<file path="config.mk">
export PLATFORM = sky130hd
export DESIGN_NAME = mmio_bridge_flat
export DESIGN_NICKNAME = d
export VERILOG_FILES = /design/src/rtl/mmio_bridge_if.sv /design/src/rtl/mmio_bridge.sv /design/src/flat_wrapper.sv
export SDC_FILE = /design/constraint.sdc
export NUM_CORES = 1
export LEC_CHECK = 0
export CORE_UTILIZATION = 46
export CTS_CLUSTER_SIZE = 8
export DETAILED_ROUTE_END_ITERATION = 7
export DONT_BUFFER_PORTS = 1
export PLACE_DENSITY_LB_ADDON = 0.15
export SLEW_MARGIN = 10
export SYNTH_ARGS = -nofsm -noshare
export SYNTH_HDL_FRONTEND = slang
export SYNTH_SLANG_ARGS = --single-unit
export TNS_END_PERCENT = 10
</file>
<file path="constraint.sdc">
create_clock -name clk -period 7.6 [get_ports clk]
set_clock_uncertainty 0.15 [all_clocks]
set_input_delay 1.14 -clock clk [delete_from_list [all_inputs] [get_ports clk]]
set_output_delay 1.14 -clock clk [all_outputs]
set_load 0.02 [all_outputs]
</file>
<file path="src/rtl/mmio_bridge_if.sv">
// LSU request/response and RAM channel bundle for mmio_bridge.
// slave = bridge view, master = LSU/RAM environment view.
interface mmio_bridge_if #(
    parameter int ADDR_W = 32,
    parameter int DATA_W = 64
);
    logic                  req_valid;
    logic                  req_ready;
    logic                  req_wen;
    logic [ADDR_W-1:0]     req_addr;
    logic [DATA_W-1:0]     req_wdata;
    logic [DATA_W/8-1:0]   req_wmask;
    logic                  rsp_valid;
    logic                  rsp_ready;
    logic [DATA_W-1:0]     rsp_rdata;
    logic                  rsp_err;
    logic                  ram_req_valid;
    logic                  ram_req_ready;
    logic                  ram_wen;
    logic [ADDR_W-1:0]     ram_addr;
    logic [DATA_W-1:0]     ram_wdata;
    logic [DATA_W/8-1:0]   ram_wmask;
    logic                  ram_rsp_valid;
    logic [DATA_W-1:0]     ram_rdata;

    modport slave (
        input  req_valid, req_wen, req_addr, req_wdata, req_wmask, rsp_ready,
               ram_req_ready, ram_rsp_valid, ram_rdata,
        output req_ready, rsp_valid, rsp_rdata, rsp_err,
               ram_req_valid, ram_wen, ram_addr, ram_wdata, ram_wmask
    );

    modport master (
        output req_valid, req_wen, req_addr, req_wdata, req_wmask, rsp_ready,
               ram_req_ready, ram_rsp_valid, ram_rdata,
        input  req_ready, rsp_valid, rsp_rdata, rsp_err,
               ram_req_valid, ram_wen, ram_addr, ram_wdata, ram_wmask
    );
endinterface

</file>
<file path="src/rtl/mmio_bridge.sv">
// MMIO decoder: LSU -> external RAM, keyboard scancode FIFO, seven-segment register.
// Define MMIO_TIMEOUT_EN to enable the RAM wait timeout counter.
module mmio_bridge #(
    parameter int              ADDR_W   = 32,
    parameter int              DATA_W   = 64,
    parameter int              KB_W     = 8,
    parameter int              KB_DEPTH = 8,
    parameter int              SEG_W    = 32,
    parameter logic [ADDR_W-1:0] RAM_BASE = 32'h8000_0000,
    parameter logic [ADDR_W-1:0] RAM_LEN  = 32'h0800_0000,
    parameter logic [ADDR_W-1:0] KB_BASE  = 32'ha000_0060,
    parameter logic [ADDR_W-1:0] SEG_BASE = 32'ha000_0100,
    parameter int              PERI_LEN = 8,
    parameter int              TIMEOUT  = 255
) (
    input  logic              clk,
    input  logic              rst,
    mmio_bridge_if.slave      bus,
    input  logic              kb_push,
    input  logic [KB_W-1:0]   kb_data,
    output logic              kb_full,
    output logic [SEG_W-1:0]  seg_wdata
);
    localparam int PTR_W = $clog2(KB_DEPTH);

    typedef enum logic [1:0] {IDLE, RAM_REQ, RAM_WAIT, RESP} state_t;
    state_t state;

    // Window test done one bit wider so base+len never wraps.
    function automatic logic in_win(input logic [ADDR_W-1:0] a,
                                    input logic [ADDR_W-1:0] base,
                                    input logic [ADDR_W-1:0] len);
        logic [ADDR_W:0] lo, hi, x;
        lo = {1'b0, base};
        hi = lo + {1'b0, len};
        x  = {1'b0, a};
        return (x >= lo) && (x < hi);
    endfunction

    logic accept, hit_ram, hit_kb, hit_kb_data, hit_seg;
    assign accept      = (state == IDLE) && bus.req_valid && bus.req_ready;
    assign hit_ram     = in_win(bus.req_addr, RAM_BASE, RAM_LEN);
    assign hit_kb      = in_win(bus.req_addr, KB_BASE, ADDR_W'(PERI_LEN));
    assign hit_kb_data = in_win(bus.req_addr, KB_BASE, ADDR_W'(4));
    assign hit_seg     = in_win(bus.req_addr, SEG_BASE, ADDR_W'(PERI_LEN));

    logic [KB_W-1:0]  kb_mem [KB_DEPTH];
    logic [PTR_W:0]   wr_ptr, rd_ptr, kb_count;
    logic             kb_empty, do_push, do_pop;
    assign kb_count = wr_ptr - rd_ptr;
    assign kb_empty = (kb_count == '0);
    assign kb_full  = (kb_count == (PTR_W+1)'(KB_DEPTH));
    assign do_push  = kb_push && !kb_full;
    assign do_pop   = accept && hit_kb_data && !bus.req_wen && !kb_empty;

    always_ff @(posedge clk) begin
        if (do_push) kb_mem[wr_ptr[PTR_W-1:0]] <= kb_data;
    end

    always_ff @(posedge clk or posedge rst) begin
        if (rst) begin
            wr_ptr <= '0;
            rd_ptr <= '0;
        end else begin
            if (do_push) wr_ptr <= wr_ptr + 1'b1;
            if (do_pop)  rd_ptr <= rd_ptr + 1'b1;
        end
    end

    // KB offsets below +4 read the data port; the rest of the window is status.
    logic [DATA_W-1:0] peri_rdata;
    logic              peri_err;
    always_comb begin
        peri_rdata = '0;
        peri_err   = 1'b0;
        if (hit_kb) begin
            if (bus.req_wen)      peri_err   = 1'b1;
            else if (hit_kb_data) peri_rdata = kb_empty ? '0 : DATA_W'(kb_mem[rd_ptr[PTR_W-1:0]]);
            else                  peri_rdata = DATA_W'({kb_full, kb_count});
        end else if (hit_seg) begin
            if (!bus.req_wen)     peri_rdata = DATA_W'(seg_wdata);
        end else begin
            peri_err = 1'b1;
        end
    end

    logic tmo_hit;
`ifdef MMIO_TIMEOUT_EN
    localparam int TMO_W = ($clog2(TIMEOUT + 1) > 8) ? $clog2(TIMEOUT + 1) : 8;
    logic [TMO_W-1:0] tmo_cnt;
    always_ff @(posedge clk or posedge rst) begin
        if (rst)                                      tmo_cnt <= '0;
        else if (state == RAM_REQ || state == RAM_WAIT) tmo_cnt <= tmo_cnt + 1'b1;
        else                                          tmo_cnt <= '0;
    end
    assign tmo_hit = (tmo_cnt == TMO_W'(TIMEOUT));
`else
    assign tmo_hit = 1'b0;
`endif

    always_ff @(posedge clk or posedge rst) begin
        if (rst) begin
            state             <= IDLE;
            bus.req_ready     <= 1'b0;
            bus.rsp_valid     <= 1'b0;
            bus.rsp_rdata     <= '0;
            bus.rsp_err       <= 1'b0;
            bus.ram_req_valid <= 1'b0;
            bus.ram_wen       <= 1'b0;
            bus.ram_addr      <= '0;
            bus.ram_wdata     <= '0;
            bus.ram_wmask     <= '0;
            seg_wdata         <= '0;
        end else begin
            case (state)
                IDLE: begin
                    bus.req_ready <= 1'b1;
                    if (accept) begin
                        bus.req_ready <= 1'b0;
                        if (hit_ram) begin
                            bus.ram_req_valid <= 1'b1;
                            bus.ram_wen       <= bus.req_wen;
                            bus.ram_addr      <= bus.req_addr;
                            bus.ram_wdata     <= bus.req_wdata;
                            bus.ram_wmask     <= bus.req_wmask;
                            state             <= RAM_REQ;
                        end else begin
                            bus.rsp_valid <= 1'b1;
                            bus.rsp_rdata <= peri_rdata;
                            bus.rsp_err   <= peri_err;
                            state         <= RESP;
                            if (hit_seg && bus.req_wen) begin
                                for (int unsigned i = 0; i < SEG_W/8; i++) begin
                                    if (bus.req_wmask[i]) seg_wdata[i*8 +: 8] <= bus.req_wdata[i*8 +: 8];
                                end
                            end
                        end
                    end
                end
                RAM_REQ: begin
                    if (tmo_hit) begin
                        bus.ram_req_valid <= 1'b0;
                        bus.rsp_valid     <= 1'b1;
                        bus.rsp_rdata     <= '0;
                        bus.rsp_err       <= 1'b1;
                        state             <= RESP;
                    end else if (bus.ram_req_ready) begin
                        bus.ram_req_valid <= 1'b0;
                        state             <= RAM_WAIT;
                    end
                end
                RAM_WAIT: begin
                    if (tmo_hit) begin
                        bus.rsp_valid <= 1'b1;
                        bus.rsp_rdata <= '0;
                        bus.rsp_err   <= 1'b1;
                        state         <= RESP;
                    end else if (bus.ram_rsp_valid) begin
                        bus.rsp_valid <= 1'b1;
                        bus.rsp_rdata <= bus.ram_wen ? '0 : bus.ram_rdata;
                        bus.rsp_err   <= 1'b0;
                        state         <= RESP;
                    end
                end
                RESP: begin
                    if (bus.rsp_ready) begin
                        bus.rsp_valid <= 1'b0;
                        bus.rsp_rdata <= '0;
                        bus.rsp_err   <= 1'b0;
                        bus.req_ready <= 1'b1;
                        state         <= IDLE;
                    end
                end
                default: state <= IDLE;
            endcase
        end
    end
endmodule

</file>
<file path="src/flat_wrapper.sv">
// flat-port wrapper written by rule: the top's interface ports become plain ports
module mmio_bridge_flat 
#(
    parameter int              ADDR_W   = 32,
    parameter int              DATA_W   = 64,
    parameter int              KB_W     = 8,
    parameter int              KB_DEPTH = 8,
    parameter int              SEG_W    = 32,
    parameter logic [ADDR_W-1:0] RAM_BASE = 32'h8000_0000,
    parameter logic [ADDR_W-1:0] RAM_LEN  = 32'h0800_0000,
    parameter logic [ADDR_W-1:0] KB_BASE  = 32'ha000_0060,
    parameter logic [ADDR_W-1:0] SEG_BASE = 32'ha000_0100,
    parameter int              PERI_LEN = 8,
    parameter int              TIMEOUT  = 255
)
  (clk, rst, kb_push, kb_data, kb_full, seg_wdata, bus_req_valid, bus_req_wen, bus_req_addr, bus_req_wdata, bus_req_wmask, bus_rsp_ready, bus_ram_req_ready, bus_ram_rsp_valid, bus_ram_rdata, bus_req_ready, bus_rsp_valid, bus_rsp_rdata, bus_rsp_err, bus_ram_req_valid, bus_ram_wen, bus_ram_addr, bus_ram_wdata, bus_ram_wmask);
  mmio_bridge_if #(.ADDR_W(ADDR_W), .DATA_W(DATA_W)) bus_i ();
  input  logic clk;
  input  logic rst;
  input  logic kb_push;
  input  logic [KB_W-1:0] kb_data;
  output logic kb_full;
  output logic [SEG_W-1:0] seg_wdata;
  input wire logic [$bits(bus_i.req_valid)-1:0] bus_req_valid;
  input wire logic [$bits(bus_i.req_wen)-1:0] bus_req_wen;
  input wire logic [$bits(bus_i.req_addr)-1:0] bus_req_addr;
  input wire logic [$bits(bus_i.req_wdata)-1:0] bus_req_wdata;
  input wire logic [$bits(bus_i.req_wmask)-1:0] bus_req_wmask;
  input wire logic [$bits(bus_i.rsp_ready)-1:0] bus_rsp_ready;
  input wire logic [$bits(bus_i.ram_req_ready)-1:0] bus_ram_req_ready;
  input wire logic [$bits(bus_i.ram_rsp_valid)-1:0] bus_ram_rsp_valid;
  input wire logic [$bits(bus_i.ram_rdata)-1:0] bus_ram_rdata;
  output wire logic [$bits(bus_i.req_ready)-1:0] bus_req_ready;
  output wire logic [$bits(bus_i.rsp_valid)-1:0] bus_rsp_valid;
  output wire logic [$bits(bus_i.rsp_rdata)-1:0] bus_rsp_rdata;
  output wire logic [$bits(bus_i.rsp_err)-1:0] bus_rsp_err;
  output wire logic [$bits(bus_i.ram_req_valid)-1:0] bus_ram_req_valid;
  output wire logic [$bits(bus_i.ram_wen)-1:0] bus_ram_wen;
  output wire logic [$bits(bus_i.ram_addr)-1:0] bus_ram_addr;
  output wire logic [$bits(bus_i.ram_wdata)-1:0] bus_ram_wdata;
  output wire logic [$bits(bus_i.ram_wmask)-1:0] bus_ram_wmask;
  assign bus_i.req_valid = bus_req_valid;
  assign bus_i.req_wen = bus_req_wen;
  assign bus_i.req_addr = bus_req_addr;
  assign bus_i.req_wdata = bus_req_wdata;
  assign bus_i.req_wmask = bus_req_wmask;
  assign bus_i.rsp_ready = bus_rsp_ready;
  assign bus_i.ram_req_ready = bus_ram_req_ready;
  assign bus_i.ram_rsp_valid = bus_ram_rsp_valid;
  assign bus_i.ram_rdata = bus_ram_rdata;
  assign bus_req_ready = bus_i.req_ready;
  assign bus_rsp_valid = bus_i.rsp_valid;
  assign bus_rsp_rdata = bus_i.rsp_rdata;
  assign bus_rsp_err = bus_i.rsp_err;
  assign bus_ram_req_valid = bus_i.ram_req_valid;
  assign bus_ram_wen = bus_i.ram_wen;
  assign bus_ram_addr = bus_i.ram_addr;
  assign bus_ram_wdata = bus_i.ram_wdata;
  assign bus_ram_wmask = bus_i.ram_wmask;
  mmio_bridge #(.ADDR_W(ADDR_W), .DATA_W(DATA_W), .KB_W(KB_W), .KB_DEPTH(KB_DEPTH), .SEG_W(SEG_W), .RAM_BASE(RAM_BASE), .RAM_LEN(RAM_LEN), .KB_BASE(KB_BASE), .SEG_BASE(SEG_BASE), .PERI_LEN(PERI_LEN), .TIMEOUT(TIMEOUT)) u_core (.clk(clk), .rst(rst), .bus(bus_i), .kb_push(kb_push), .kb_data(kb_data), .kb_full(kb_full), .seg_wdata(seg_wdata));
endmodule
</file>
# Yosys cells after proc, flatten, opt, wreduce, memory -nomap -nowiden
# Memory sizes are Yosys's and may differ from the RTL's.
# Index checks and enable logic that the tools add are counted.
# word_totals
word_cells,105
inputBits,184
latchBits,0
mem_count,1
output_inout_bits,206
regBits,215
mem_bits_rw,64
rom_bits,0
# classes
n_reduce_logical,27
n_addsub,3
n_mux,39
n_div,0
shifts,0
n_lt_le_gt_ge,7
multipliers,0
n_eq_ne,10
bitwise_logic,2
# memory_table
name,words,word_bits,rd,rd_clocked_by_memory_dff,wr,line,text
u_core.kb_mem,8,8,1,0,1,mmio_bridge.sv:47,logic [KB_W-1:0] kb_mem [KB_DEPTH];
# ops
cell,n
2-to-1 mux 64 bit,8
case mux 64 bit (3 select lines),1
< comparator 32 bit (second input constant),4
>= comparator 32 bit (second input constant),3
2-to-1 mux 32 bit,2
AND reduction 5 bit,5
2-to-1 mux 1 bit,17
logical AND 1 bit,11
2-to-1 mux 2 bit,5
adder 4 x 1 -> 4 bit (second input constant),2
2-to-1 mux 8 bit,1
inequality test 2 bit (second input constant),4
case mux 2 bit (4 select lines),1
AND reduction 4 bit,2
case mux 1 bit (3 select lines),2
== test 2 bit (second input constant),2
== test 4 bit (second input constant),1
logical NOT 4 bit,1
inequality test 2 x 1 -> 1 bit (second input constant),2
case mux 1 bit (2 select lines),2
nonzero test 2 bit,2
subtractor 4 bit,1
logical NOT 1 bit,3
AND reduction 3 bit,1
other kinds (4),5

# Logic depth before layout (Yosys ltp)
# Gate-level depths: netlist of the first run.
# depth
word_depth,9
mapped_depth,11
mapped_depth_nobuf,10

# Worst setup path before layout of the first run
# No wires, ideal clock.
# synth_timing
path_type,register -> output
from,register u_core.rd_ptr[1]
to,output kb_full
path_stages_with_launch,8
t_arrival_ns,2.642
required_ns,6.310
path_buffers,2
slack_ns,3.668
cell_sequence,dfrtp_1 > clkbuf_1 > clkbuf_1 > inv_1 > fa_1 > xor2_1 > or3_1 > nor3_1
# synth_between
elab_chain_len,2
# synth_lines
item,line,text
from (decl),mmio_bridge.sv:48,"logic [PTR_W:0] wr_ptr, rd_ptr, kb_count;"
from (signal assigned),mmio_bridge.sv:66,if (do_pop) rd_ptr <= rd_ptr + 1'b1;
subtractor 4 bit,mmio_bridge.sv:50,assign kb_count = wr_ptr - rd_ptr;
== test 4 bit,mmio_bridge.sv:52,assign kb_full = (kb_count == (PTR_W+1)'(KB_DEPTH));
to (decl),flat_wrapper.sv:22,output logic kb_full;
# No other way between the ends.

# Worst setup path after layout of the first run
# Ends and elaborated chain as after synthesis.

==> results of run 1 <==
[stage by stage]
stage          power [mW]  hold WS, ps  worst slack, ps  util [%]  cells
2_1_floorplan        2.87          312              431         -    810
3_3_place_gp         3.08          374             3500      49.0   1099
3_5_place_dp         3.13          367             3390      49.0   1099
4_1_cts              4.70          380             2980      53.6   1154
5_1_grt              4.88          397             2880      53.6   1154
6_report             4.65          380             3050      53.6   1154
[metal layers]
layer	track usage, %	share of wire, %	vias to the layer above
met3	5.82	7.7	52
met5	0	0	-
li1	-	-	2923
met1	25.1	37	3375
met2	38.5	53	265
met4	7.01	2.1	0
[critical path, cell delays in order, from the launching register on]
cell	delay (ps)
dfrtp_1	940
inv_1	200
fa_1	480
xor2_1	170
or3_1	360
nor3_1	610
[Yosys cell counts, drive strengths merged, types with 3 or more instances]
master | instances | area share, %
mux2 | 134 | 13
xnor2 | 6 | 0.47
dfrtp | 215 | 48
mux2i | 11 | 0.98
inv | 21 | 0.70
nor4 | 10 | 0.61
nand3 | 5 | 0.27
a221oi | 7 | 0.54
clkbuf | 36 | 1.2
edfxtp | 64 | 17
nand2 | 114 | 4.1
ha | 9 | 1.0
mux4 | 16 | 3.2
nor2 | 8 | 0.27
nor3 | 8 | 0.35
nor4b | 4 | 0.50
nor2b | 8 | 0.44
o21ai | 78 | 3.5
nand4 | 3 | 0.17
a21oi | 3 | 0.13
a22oi | 24 | 1.6
buf | 5 | 0.21
[power by group]
group / switching, mW / internal (mW)
Clock: 0.588 / 0.967
Combinational: 0.500 / 0.297
Sequential: 0.470 / 1.82
Total: 1.56 / 3.09
[layout make-up]
cell class                      instances  area, sq um  area share [%]
Multi-Input combinational cell        469         3780            29.7
Inverter                               21         86.3           0.678
Timing Repair Buffer                   11         82.6           0.648
Clock inverter                          2         17.5           0.137
Sequential cell                       279         7300            57.3
Clock buffer                           53         1070            8.41
Tap cell                              319          399            3.13
[kinds of logic (layout without fill, tap and decap cells)]
| family | after synthesis | count (layout) |
|---|---|---|
| muxes | 161 | 161 |
| xor gates and xnor gates | 8 | 8 |
| AOI/OAI and AO/OA | 122 | 122 |
| DFF | 279 | 279 |
| buffers and inverters | 62 | 87 |
| adders and majority gates | 10 | 10 |
| and+or+nand+nor | 168 | 168 |
[registers in the layout (all words and copies together), names as in the netlist]
| name | count |
|---|---|
| u_core.bus.ram_wdata | 64 |
| u_core.bus.rsp_rdata | 64 |
| u_core.kb_mem | 64 |
| u_core.bus.ram_addr | 32 |
| u_core.seg_wdata | 32 |
| u_core.bus.ram_wmask | 8 |
| u_core.rd_ptr | 4 |
| u_core.wr_ptr | 4 |
| u_core.state | 2 |
| u_core.bus.ram_req_valid | 1 |
| u_core.bus.ram_wen | 1 |
| u_core.bus.req_ready | 1 |
| u_core.bus.rsp_err | 1 |
| u_core.bus.rsp_valid | 1 |
[worst max-delay path by stage]
stage                             endpoint  cells past startpoint        startpoint  slack, ps
floorplan           u_core.bus.ram_addr[0]                      1               rst        430
global placement       u_core.kb_mem[6][5]                      9  u_core.rd_ptr[1]       3500
detailed placement     u_core.kb_mem[6][6]                      9  u_core.rd_ptr[1]       3390
CTS                                kb_full                      5  u_core.rd_ptr[1]       2980
global route                       kb_full                      5  u_core.rd_ptr[1]       2880
finish                             kb_full                      5  u_core.rd_ptr[1]       3050
==> impl_metrics.csv, run 1 <==
group,metric,value,unit
cells_and_area,final_common_cell,"dfrtp_1",
yosys,synth_adder_area_share,1.18,%
cts,clockRootBuffer,"clkbuf_16",
floorplan,start_util,47.5,%
routing,drtPass1Iterations,5,
global_routing,antenna_found_initial,0,
placement,dpl_cell_area,11600,sq um
cells_and_area,fill_cells,1956,
routing,ant_nets,0,
cells_and_area,nets,1016,
cells_and_area,drive_gt1_share,26.7,%
floorplan,die_area,25200,sq um
yosys,synth_nets,1004,
yosys,synth_edf_count,64,
floorplan,coreArea,23800,sq um
job,drv_cap,0,
yosys,yosys.cell_types.count,47,
timing,tightest_slew,1060,ps
min_path,hold_depth,1,
pwr,power_density,365,nW/um^2
timing,maxSlewHeadroom,28.9,%
yosys,synth-xor-area-share,0.621,%
setup_path,cp-start-kind,"flip-flop",
global_routing,first_global_vias,6727,
setup_path,rr_endpoint,"u_core.kb_mem[5][6]",
routing,drt-initial-drc-count,483,
global_routing,grt_max_degree,139,
floorplan,ios,390,
run_status,status,"finished clean",
cts,cts_resized,0,
yosys,synth.area.mux_share,17.5,%
routing,wl,28400,um
floorplan,num_rows,56,
global_routing,overflow,0,
yosys,async_reset_ff_share,77.1,%
setup_path,crit_required,6310,ps
cells_and_area,layout_common_cells,"215 x dfrtp_1, 134 x mux2_2, 110 x nand2_1",
setup_path,end_kind,"output port",
cts,hold_buffers,0,
global_routing,grt_util_all_layers,21.6,%
placement,dp_hpwl,20800,um
setup_path,critPathKind,"reg -> out",
setup_path,r2r_setup_slack,3530,ps
min_path,hold_end,"u_core.rd_ptr[3]",
cts,clk_pin_slew,50,ps
yosys,syn_area_per_cell,13.9,sq um
timing,finalCritPeriodShare,59.9,%
pwr,ir_worst_vdd,0.000255,V
yosys,synthFlopType,"dfrtp_1",
yosys,syn_inst,810,
timing,setup_violations,0,
yosys,yosys_register_bits,279,
yosys,yosys.area_share.simple,7.18,%
min_path,hp-class,"reg -> reg",
cts,cts_made_buffers,40,
routing,viasPerCell,5.73,
timing,final_hold_viol_count,0,
placement,port-buffer-count,0,
global_routing,grt_pass1_wl,40100,um
cts,cts_max_level,2,
timing,min_period,4550,ps
timing,rsz0062_at_grt,"false",
yosys,synth-compound-area-share,6.64,%
cts,post-cts-setup-buffers,0,
setup_path,path_max_fanout,20,
pwr,p_leak,5.58,nW
timing,fin_tns_setup,0,ps
routing,avgRoutedWirePerCell,24.6,um
cells_and_area,area_growth,12.9,%
cts,tritoncts,"yes",
setup_path,regToRegStartpoint,"u_core.rd_ptr[1]",
placement,gp_congestion,0.775,
cells_and_area,fin_area,12700,sq um
floorplan,die_w,159,um
timing,fmax,220,MHz
cts,cts_num_sinks,279,
yosys,synth_top_family_by_area,"multiplexers",
timing,drv_slew,0,
cts,clock_latency,500,ps
floorplan,die-height,159,um
setup_path,crit_arrival,3260,ps
yosys,syn_area,11300,sq um
cells_and_area,antenna_cells,0,
min_path,hold_start,"u_core.rd_ptr[3]",
routing,route.detailed.drc,0,
setup_path,worst_r2r_path_depth,9,
yosys,ys_seq_area_share,64.7,%
yosys,ys_warn_count,0,
routing,routed-via-count,6615,
cts,cts.path.max_buffers,3,
Power figures use the tool's default switching activity.
==> run 2: changes to the inputs <==
Clock period 7.6 ns to 3.71 ns, I/O delays scaled along.
==> run 2 against run 1 <==
  * Critical path depth increased by 3
  * Flip-flop and latch count unchanged
  * Register-to-register slack got worse by 3000 ps
  * Worst setup slack got worse by 2700 ps
==> impl_metrics.csv, run 2 (same netlist as run 1, synthesis figures left out) <==
group,metric,value,unit
floorplan,die_area,25200,sq um
cells_and_area,multi_input_comb_area,3760,sq um
timing,final_hold_viol_count,0,
floorplan,die-height,159,um
global_routing,antenna_found_initial,0,
cts,clock_latency,500,ps
cts,cts.path.max_buffers,3,
run_status,status,"finished clean",
global_routing,grt_busiest_layer,"met2",
floorplan,ios,390,
cts,cts_resized,0,
cells_and_area,layout_common_cells,"215 x dfrtp_1, 134 x mux2_2, 110 x nand2_1",
cells_and_area,stdcell_count,1176,
pwr,power,9.62,mW
routing,drt-initial-drc-count,430,
cts,cts_max_level,2,
global_routing,met1_usage,26.6,%
pwr,switching_share,33.3,%
placement,dp_cells,1111,
setup_path,path_common_cell,"inv_1",
cells_and_area,nets,1037,
pwr,pwr-share-seq,48.7,%
cells_and_area,area_growth,15.0,%
global_routing,grt_util_all_layers,22.3,%
routing,wl,29100,um
routing,ant_nets,0,
timing,fmax,300,MHz
routing,route.detailed.drc,0,
timing,finalCritPeriodShare,90.0,%
global_routing,gr-usage-met3,5.42,%
timing,fin_hold_ws,43.8,ps
timing,drv_slew,0,
setup_path,critPathSlowestCell,"dfrtp_1",
routing,avgRoutedWirePerCell,24.8,um
cts,clockRootBuffer,"clkbuf_16",
setup_path,cp-start-kind,"flip-flop",
placement,dp_hpwl,21200,um
setup_path,path_buf_inv,3,
cts,cts_made_buffers,40,
routing,drtPass1Iterations,5,
timing,tightest_slew,858,ps
cts,cts_num_sinks,279,
pwr,p_leak,5.70,nW
setup_path,crit_chain,"inv_1, ha_1, inv_1, fa_1, xor2_1, or3_1, nor3_1, buf_4",
timing,maxSlewHeadroom,42.3,%
cts,tritoncts,"yes",
placement,port-buffer-count,0,
pwr,intPower,6.42,mW
floorplan,num_rows,56,
min_path,hp-class,"in -> reg",
setup_path,crit_arrival,2630,ps
cells_and_area,fill_cells,1949,
floorplan,die_w,159,um
floorplan,start_util,47.5,%
global_routing,grt_max_degree,105,
job,drv_cap,0,
global_routing,first_global_vias,6763,
cells_and_area,drive_gt1_share,27.1,%
timing,setup_violations,0,
global_routing,grt_pass1_wl,41300,um
setup_path,path_max_fanout,8,
timing,rsz0062_at_grt,"false",
routing,routed-via-count,6761,
cts,clk_pin_slew,50,ps
floorplan,coreArea,23800,sq um
cells_and_area,ff_latch_area,7300,sq um
setup_path,critPathKind,"reg -> out",
placement,gp_congestion,0.805,
timing,min_period,3340,ps
cells_and_area,final_common_cell,"dfrtp_1",
pwr,power_frac_comb,17.7,%
routing,viasPerCell,5.75,
pwr,ir_worst_vdd,0.000489,V
pwr,power_density,741,nW/um^2
setup_path,crit_required,3000,ps
pwr,p_sw,3.20,mW
global_routing,overflow,0,
setup_path,end_kind,"output port",
setup_path,cp_top_family,"simple AND/OR/NAND/NOR gates",
pwr,clock_power_share,33.6,%
setup_path,crit_path_max_incr_delay,470,ps
global_routing,global_route.usage.met2,39.3,%
-- run 2: per-layer routing --
layer	up-vias	wire (um)
met5	-	0
met4	0	719
met3	55	2200
met2	271	15300
met1	3459	10900
li1	2976	-
-- run 2: cell type report --
type | instances | share of cell area (%)
clock inverters | 1 | 0.125
diodes | 1 | 0.0193
well taps | 319 | 3.08
flip-flops and latches | 279 | 56.3
clock buffers | 54 | 8.45
inverters | 21 | 0.636
multi-input cells | 469 | 29.0
repair buffers | 32 | 2.41
-- run 2: worst paths after layout --
kind                                   start                        to  slack (ps)  cells past startpoint
max in group asynchronous                rst   u_core.bus.ram_wdata[1]        1960                      3
min reg2reg                 u_core.rd_ptr[3]          u_core.rd_ptr[3]         360                      1
max                         u_core.wr_ptr[0]                   kb_full         370                      8
min                        bus_ram_rdata[62]  u_core.bus.rsp_rdata[62]          40                      2
min in group asynchronous                rst  u_core.bus.rsp_rdata[21]         550                      2
max reg2reg                 u_core.rd_ptr[2]       u_core.kb_mem[1][1]         540                      7
-- run 2: power by group through the flow --
| stage | clock network [mW] | logic, mW | registers, mW |
|---|---|---|---|
| after floorplan | 0 | 1.31 | 4.56 |
| after global placement | 0 | 1.62 | 4.72 |
| after detailed placement | 0 | 1.71 | 4.74 |
| after CTS | 3.30 | 1.73 | 4.70 |
| after global routing | 3.44 | 1.92 | 4.75 |
| final | 3.23 | 1.70 | 4.69 |
-- run 2: what timing repair did --
action	4_1_cts	5_1_grt
hold endpoints to repair	93	0
buffers inserted	0	0
hold buffers	9	0
-- run 2: metrics by stage --
stage	setup WS (ps)	setup TNS, ps	utilization, %	instance area (sq um)
after floorplan	-141	-3180	-	11300
after global placement	697	0	49.6	11800
after detailed placement	556	0	49.6	11800
after CTS	347	0	54.6	13000
after global routing	183	0	54.6	13000
final	372	0	54.6	13000
